`src/rtl/envio_medidas_serial_if.sv`:
```
// Measurement hand-off between the DHT11 reader (master) and the serial
// sender (slave): trigger/error levels, readings, and the sender's status.
interface envio_medidas_serial_if;
    logic        pronto_medida;
    logic        erro;
    logic [15:0] temperatura;
    logic [15:0] umidade;
    logic        ocupado;
    logic        fim_envio;

    modport master (
        output pronto_medida, erro, temperatura, umidade,
        input  ocupado, fim_envio
    );

    modport slave (
        input  pronto_medida, erro, temperatura, umidade,
        output ocupado, fim_envio
    );
endinterface

```
`src/rtl/envio_medidas_serial.sv`:
```
// Formats a DHT11 reading (or an error notice) as ASCII text and sends it
// on a UART TX line, 8N1, LSB first.
module envio_medidas_serial #(
    parameter int unsigned CICLOS_BIT = 434
) (
    input  logic                  clock,
    input  logic                  reset,
    envio_medidas_serial_if.slave med,
    output logic                  saida_serial,
    output logic [3:0]            db_estado
);

    typedef enum logic [3:0] {
        OCIOSO  = 4'd0,
        CARREGA = 4'd1,
        INICIO  = 4'd2,
        DADOS   = 4'd3,
        PARADA  = 4'd4,
        PROXIMO = 4'd5,
        FIM     = 4'd6
    } estado_t;

    localparam logic [15:0] ULTIMO_CICLO = 16'(CICLOS_BIT - 1);
    localparam logic [15:0] PENULT_CICLO = 16'(CICLOS_BIT - 2);

    estado_t     estado, prox_estado;
    logic        erro_ant;
    logic        tipo_erro;
    logic [15:0] temp_lat, umid_lat;
    logic [15:0] cont_bit;
    logic [2:0]  idx_bit;
    logic [3:0]  idx_byte;
    logic [7:0]  byte_atual;
    logic        borda_erro, disparo, fim_bit, fim_parada, ultimo_byte;

    function automatic logic [7:0] dezena(input logic [7:0] v);
        logic [7:0] s;
        s = (v > 8'd99) ? 8'd99 : v;
        return 8'h30 + s / 8'd10;
    endfunction

    function automatic logic [7:0] unidade(input logic [7:0] v);
        logic [7:0] s;
        s = (v > 8'd99) ? 8'd99 : v;
        return 8'h30 + s % 8'd10;
    endfunction

    function automatic logic [7:0] decimal(input logic [7:0] v);
        return 8'h30 + ((v > 8'd9) ? 8'd9 : v);
    endfunction

    assign borda_erro  = med.erro & ~erro_ant;
    assign disparo     = med.pronto_medida | borda_erro;
    assign fim_bit     = (cont_bit == ULTIMO_CICLO);
    // The last stop-bit cycle is spent in PROXIMO, so PARADA is one cycle short.
    assign fim_parada  = (cont_bit == PENULT_CICLO);
    assign ultimo_byte = (idx_byte == (tipo_erro ? 4'd4 : 4'd11));

    // NOTE: every combinational output gets a default first so no path leaves it unassigned (no latch).
    always_comb begin
        byte_atual = 8'h0A;
        if (tipo_erro) begin
            case (idx_byte)
                4'd0:    byte_atual = 8'h45;
                4'd1:    byte_atual = 8'h52;
                4'd2:    byte_atual = 8'h52;
                4'd3:    byte_atual = 8'h4F;
                default: byte_atual = 8'h0A;
            endcase
        end else begin
            case (idx_byte)
                4'd0:    byte_atual = 8'h54;
                4'd1:    byte_atual = dezena(temp_lat[15:8]);
                4'd2:    byte_atual = unidade(temp_lat[15:8]);
                4'd3:    byte_atual = 8'h2E;
                4'd4:    byte_atual = decimal(temp_lat[7:0]);
                4'd5:    byte_atual = 8'h20;
                4'd6:    byte_atual = 8'h55;
                4'd7:    byte_atual = dezena(umid_lat[15:8]);
                4'd8:    byte_atual = unidade(umid_lat[15:8]);
                4'd9:    byte_atual = 8'h2E;
                4'd10:   byte_atual = decimal(umid_lat[7:0]);
                default: byte_atual = 8'h0A;
            endcase
        end
    end

    // NOTE: sequential state uses non-blocking assignments so every register samples pre-edge values.
    always_ff @(posedge clock) begin
        if (!reset) estado <= OCIOSO;
        else        estado <= prox_estado;
    end

    always_comb begin
        prox_estado = estado;
        case (estado)
            OCIOSO:  if (disparo) prox_estado = CARREGA;
            CARREGA: prox_estado = INICIO;
            INICIO:  if (fim_bit) prox_estado = DADOS;
            DADOS:   if (fim_bit && idx_bit == 3'd7) prox_estado = PARADA;
            PARADA:  if (fim_parada) prox_estado = PROXIMO;
            PROXIMO: prox_estado = ultimo_byte ? FIM : INICIO;
            FIM:     prox_estado = OCIOSO;
            default: prox_estado = OCIOSO;
        endcase
    end

    // NOTE: latched readings are reset too; cheap here and keeps the debug view deterministic.
    always_ff @(posedge clock) begin
        if (!reset) begin
            erro_ant  <= 1'b0;
            tipo_erro <= 1'b0;
            temp_lat  <= '0;
            umid_lat  <= '0;
            cont_bit  <= '0;
            idx_bit   <= '0;
            idx_byte  <= '0;
        end else begin
            erro_ant <= med.erro;
            case (estado)
                OCIOSO: begin
                    cont_bit <= '0;
                    idx_bit  <= '0;
                    idx_byte <= '0;
                    if (disparo) begin
                        temp_lat  <= med.temperatura;
                        umid_lat  <= med.umidade;
                        tipo_erro <= borda_erro;
                    end
                end
                INICIO: cont_bit <= fim_bit ? '0 : cont_bit + 16'd1;
                DADOS: begin
                    if (fim_bit) begin
                        cont_bit <= '0;
                        idx_bit  <= idx_bit + 3'd1;
                    end else begin
                        cont_bit <= cont_bit + 16'd1;
                    end
                end
                PARADA: cont_bit <= fim_parada ? '0 : cont_bit + 16'd1;
                PROXIMO: begin
                    cont_bit <= '0;
                    if (!ultimo_byte) idx_byte <= idx_byte + 4'd1;
                end
                default: cont_bit <= '0;
            endcase
        end
    end

    always_comb begin
        saida_serial = 1'b1;
        case (estado)
            INICIO:  saida_serial = 1'b0;
            DADOS:   saida_serial = byte_atual[idx_bit];
            default: saida_serial = 1'b1;
        endcase
        med.ocupado   = (estado != OCIOSO);
        med.fim_envio = (estado == FIM);
        db_estado     = estado;
    end

endmodule

```
`src/flat_wrapper.sv`:
```
// flat-port wrapper written by rule: the top's interface ports become plain ports
module envio_medidas_serial_flat 
#(
    parameter int unsigned CICLOS_BIT = 434
)
  (clock, reset, saida_serial, db_estado, med_pronto_medida, med_erro, med_temperatura, med_umidade, med_ocupado, med_fim_envio);
  envio_medidas_serial_if med_i ();
  input  logic clock;
  input  logic reset;
  output logic saida_serial;
  output logic [3:0] db_estado;
  input wire logic [$bits(med_i.pronto_medida)-1:0] med_pronto_medida;
  input wire logic [$bits(med_i.erro)-1:0] med_erro;
  input wire logic [$bits(med_i.temperatura)-1:0] med_temperatura;
  input wire logic [$bits(med_i.umidade)-1:0] med_umidade;
  output wire logic [$bits(med_i.ocupado)-1:0] med_ocupado;
  output wire logic [$bits(med_i.fim_envio)-1:0] med_fim_envio;
  assign med_i.pronto_medida = med_pronto_medida;
  assign med_i.erro = med_erro;
  assign med_i.temperatura = med_temperatura;
  assign med_i.umidade = med_umidade;
  assign med_ocupado = med_i.ocupado;
  assign med_fim_envio = med_i.fim_envio;
  envio_medidas_serial #(.CICLOS_BIT(CICLOS_BIT)) u_core (.clock(clock), .reset(reset), .med(med_i), .saida_serial(saida_serial), .db_estado(db_estado));
endmodule
```
`config.mk`:
```
export PLATFORM = sky130hd
export DESIGN_NAME = envio_medidas_serial_flat
export DESIGN_NICKNAME = d
export VERILOG_FILES = /design/src/rtl/envio_medidas_serial_if.sv /design/src/rtl/envio_medidas_serial.sv /design/src/flat_wrapper.sv
export SDC_FILE = /design/constraint.sdc
export NUM_CORES = 1
export LEC_CHECK = 0
export ABC_AREA = 0
export ABC_CLOCK_PERIOD_IN_PS = 4500
export BUFFER_PORTS_ARGS = -buffer_cell sky130_fd_sc_hd__buf_2
export CAP_MARGIN = 20
export CORE_AREA = 8 8 106 108
export DETAILED_ROUTE_END_ITERATION = 7
export DIE_AREA = 0 0 114 116
export PLACE_DENSITY_LB_ADDON = 0.2
export SYNTH_ARGS = -nofsm -noshare
export SYNTH_HDL_FRONTEND = slang
export SYNTH_SLANG_ARGS = --single-unit
```
`constraint.sdc`:
```
create_clock -name clock -period 4.5 [get_ports clock]
set_input_delay 0.675 -clock clock [delete_from_list [all_inputs] [get_ports clock]]
set_output_delay 0.675 -clock clock [all_outputs]
set_load 0.05 [all_outputs]
```
==> reports/qor.yml <==
clocking:
  clockRootBuffer: "sky130_fd_sc_hd__clkbuf_8"
  source_to_sink_clock_delay_at_the_later_pin_of_the_worst_skew_pair_ns: 0.33
  clkTransAtPathRegs_ns: 0.07
  tritoncts: "built"
  ctsHtreeMaxLevel: 3
  cts_made_buffers: 9
  clockBufferDepth: 2
  total_number_of_clock_tree_sinks: 60
synth:
  synth.most_common_cell: "sky130_fd_sc_hd__nand2_1"
  synth_top_area_share_pct: 28.5
  synth_cell_types: 75
  synth_edf_count: 0
  syn-mean-instance-area_um2: 7.60
  register_bit_count_reported_by_yosys: 60
  netlist_top_cells_count: "sky130_fd_sc_hd__nand2_1 (86), sky130_fd_sc_hd__dfxtp_1 (60), sky130_fd_sc_hd__nor2_1 (48)"
  yosys_warnings: 0
  asyncSetResetFlopFracSynth_pct: 0
  synth.cell_area_mm2: 0.00422
  synth_nets: 605
  synth.area.top_cells: "sky130_fd_sc_hd__dfxtp_1 (28%), sky130_fd_sc_hd__nand2_1 (7.6%), sky130_fd_sc_hd__a21boi_0 (6.9%)"
  dominantRegCellSynth: "sky130_fd_sc_hd__dfxtp_1"
  netlist_instances: 555
  synth.largest_area_cell: "sky130_fd_sc_hd__dfxtp_1"
  synth-seq-area-share_pct: 28.5
global_route:
  grt_max_degree: 44
  grtUsageTotal_pct: 16.2
  overflow: 0
  vias_in_the_first_global_route: 3766
  wire_length_of_the_first_global_routing_pass_um: 17600
  grt_antenna_before_repair: 0
timing:
  fin_worst_skew_ns: 0.00665
  hold_violations: 0
  part_of_the_cycle_the_worst_path_needs_pct: 97.7
  tightestPinTransition_ns: 0.804
  timing.final.crit_period_ns: 4.40
  number_of_slew_limit_violations_in_the_final_report: 0
  finalWorstSetupSlack_ns: 0.104
  maxClockFrequency_ghz: 0.227
  final-setup-viol-count: 0
  timing.hold.ws_ns: 0.461
  slew_headroom_pct: 45.9
  setup_repair_after_global_routing_missed_its_margin: "yes"
floorplanning:
  pin_count: 43
  die_area_mm2: 0.0132
  die-width_um: 114
  initial_core_util_pct: 44.2
  die_h_um: 116
  placeableCoreArea_mm2: 0.00955
  floorplan.rows: 36
pwr:
  power.share.switching_pct: 42.2
  peakVddDrop_v: 0.000363
  internal_power_uw: 1390
  net-switching-power_uw: 1010
  leakagePower_uw: 0.00192
  share_seq_of_total_power_pct: 31.7
  pwr-share-comb_pct: 47.8
  report.power.total_uw: 2400
  power_per_cell_area_mw_per_mm2: 480
  p_clk_share_pct: 20.5
detailed_routing:
  antenna_left: 0
  first_pass_iters: 4
  initialDrtViolationCount: 367
  wl_per_cell_um: 14.1
  remaining_drc_errors: 0
  drt-vias-per-instance: 5.35
  wl_um: 10300
  detailroute.via_count: 3925
worst_setup_path:
  setup.worst_path.start_class: "flip-flop"
  critical-path-top-delay-family: "simple AND/OR/NAND/NOR gates"
  worst_ep_required_time_ns: 3.83
  cp_slowest_cell: "sky130_fd_sc_hd__or4b_4"
  critPathMaxFanout: 4
  timing.critical_path.buf_inv: 2
  timing.setup.critical_path_class: "flip-flop to primary output"
  critical_path_arrival_ns: 3.72
  critical_path.endpoint_type: "primary output"
  path_cells: "or3_1 > a21oi_2 > nand2b_4 > or3_4 > and3_4 > a31oi_4 > ha_1 > inv_1 > a221oi_1 > or4b_4 > a41oi_2 > o21a_1 > o211ai_1 > o21ai_2 > buf_6"
  critical_path.max_stage_delay_ns: 0.51
flow_run:
  timing.max_cap.violations: 0
placement:
  dpl_worst_slack_ns: 0.146
  place_congestion: 0.885
  place_area_mm2: 0.00452
  place_hpwl_um: 7700
  buffer_ports.inserted: 41
hold_path:
  worstHoldPathType: "flip-flop to flip-flop"
outcome:
  run_status: "complete, no violations"
final_layout:
  nets: 645
  antenna_cells_inserted: 0
  layout-area-overhead-vs-synth_pct: 18.4
  utilization_pct: 52.3
  drive_gt1_share_pct: 21.5
  finish.instance_area_mm2: 0.00500
metrics by stage:
stage,TNS (ns),cells
after floorplan,0,555
after global placement,0,705
after detailed placement,0,705
after CTS,0,725
after global routing,-0.00672,733
final,0,733
repair_timing:
action                                 CTS  global route
endpoints found under the hold margin    0             0
pin swaps                                5            12
gates resized for setup                 13            30
setup buffers                            4             9
hold buffers                             0             0
setup endpoints to repair                1             1
worst paths after layout:
| path | endpoint | depth (start not counted) | slack, ns | startpoint |
|---|---|---|---|---|
| max | saida_serial | 15 | 0.10 | u_core.temp_lat[10]$_SDFFE_PN0P_ |
| min | u_core.umid_lat[0]$_SDFFE_PN0P_ | 2 | 0.46 | u_core.umid_lat[0]$_SDFFE_PN0P_ |
| max reg2reg | u_core.temp_lat[8]$_SDFFE_PN0P_ | 6 | 2.16 | u_core.db_estado[0]$_SDFFE_PN0P_ |
| min reg2reg | u_core.umid_lat[0]$_SDFFE_PN0P_ | 2 | 0.46 | u_core.umid_lat[0]$_SDFFE_PN0P_ |
layout make-up:
type	count	area [um2]
Fill cell	968	4550
Multi-Input combinational cell	435	2910
Sequential cell	60	1220
Timing Repair Buffer	68	418
Tap cell	133	166
Clock buffer	12	155
Inverter	21	78.8
Clock inverter	4	47.5
power groups by stage:
stage          Clock, uW  Combinational [uW]  Sequential, uW
2_1_floorplan          0                 811             705
3_3_place_gp           0                 990             756
3_5_place_dp           0                1010             762
4_1_cts              507                1050             750
5_1_grt              527                1280             779
6_report             492                1150             760
cells by family (layout without fill, tap and decap cells):
group                    count (synthesis)  after routing  synth area share [%]
other                                    2              2                 0.178
flip-flops                              60             60                  28.5
AO/OA/AOI/OAI                          129            129                  22.6
multiplexers                             8              8                  1.90
adder cells (fa/ha/maj)                 15             15                  4.39
AND/OR/NAND/NOR                        260            260                  31.8
XOR/XNOR                                21             21                  4.36
buffers and inverters                   60            105                  6.34
per-layer routing:
layer / global-route usage (%) / share of wire, %
met2: 25.6 / 46
met4: 7.63 / 2.6
met1: 21.1 / 49
met5: 0 / 0
met3: 2.76 / 2.2
registers in the layout, indices dropped and copies added, names as in the netlist:
signal            cells
u_core.erro_ant       1
u_core.db_estado      3
u_core.umid_lat      16
u_core.idx_bit        3
u_core.temp_lat      16
u_core.idx_byte       4
u_core.cont_bit      16
u_core.tipo_erro      1
worst min-delay path, stage by stage (launching register included):
cell                       delay (ns)
sky130_fd_sc_hd__dfxtp_1         0.31
sky130_fd_sc_hd__nand2_1         0.04
sky130_fd_sc_hd__a21boi_0        0.06
layout by cell type (no fill, tap or decap), types with 5 or more instances in the layout:
cell                       instances
sky130_fd_sc_hd__clkbuf_8         11
sky130_fd_sc_hd__nand4_1          13
sky130_fd_sc_hd__inv_1            21
sky130_fd_sc_hd__o211ai_1          8
sky130_fd_sc_hd__nor3_1           13
sky130_fd_sc_hd__xnor2_1          10
sky130_fd_sc_hd__nor3b_1           5
sky130_fd_sc_hd__ha_1             13
sky130_fd_sc_hd__and3_1            5
sky130_fd_sc_hd__nor2_1           47
sky130_fd_sc_hd__nor2b_1          20
sky130_fd_sc_hd__a21oi_1           8
sky130_fd_sc_hd__and2_1            7
sky130_fd_sc_hd__o21ai_0          12
sky130_fd_sc_hd__xor2_1           10
sky130_fd_sc_hd__nand3_1          16
sky130_fd_sc_hd__a21boi_0         39
sky130_fd_sc_hd__nand2b_1          7
sky130_fd_sc_hd__dfxtp_2           8
sky130_fd_sc_hd__dfxtp_1          49
sky130_fd_sc_hd__buf_4            26
sky130_fd_sc_hd__nand2_1          86
sky130_fd_sc_hd__buf_2            40
sky130_fd_sc_hd__mux2i_1           8
No activity file was read; power rests on OpenSTA's default activity.
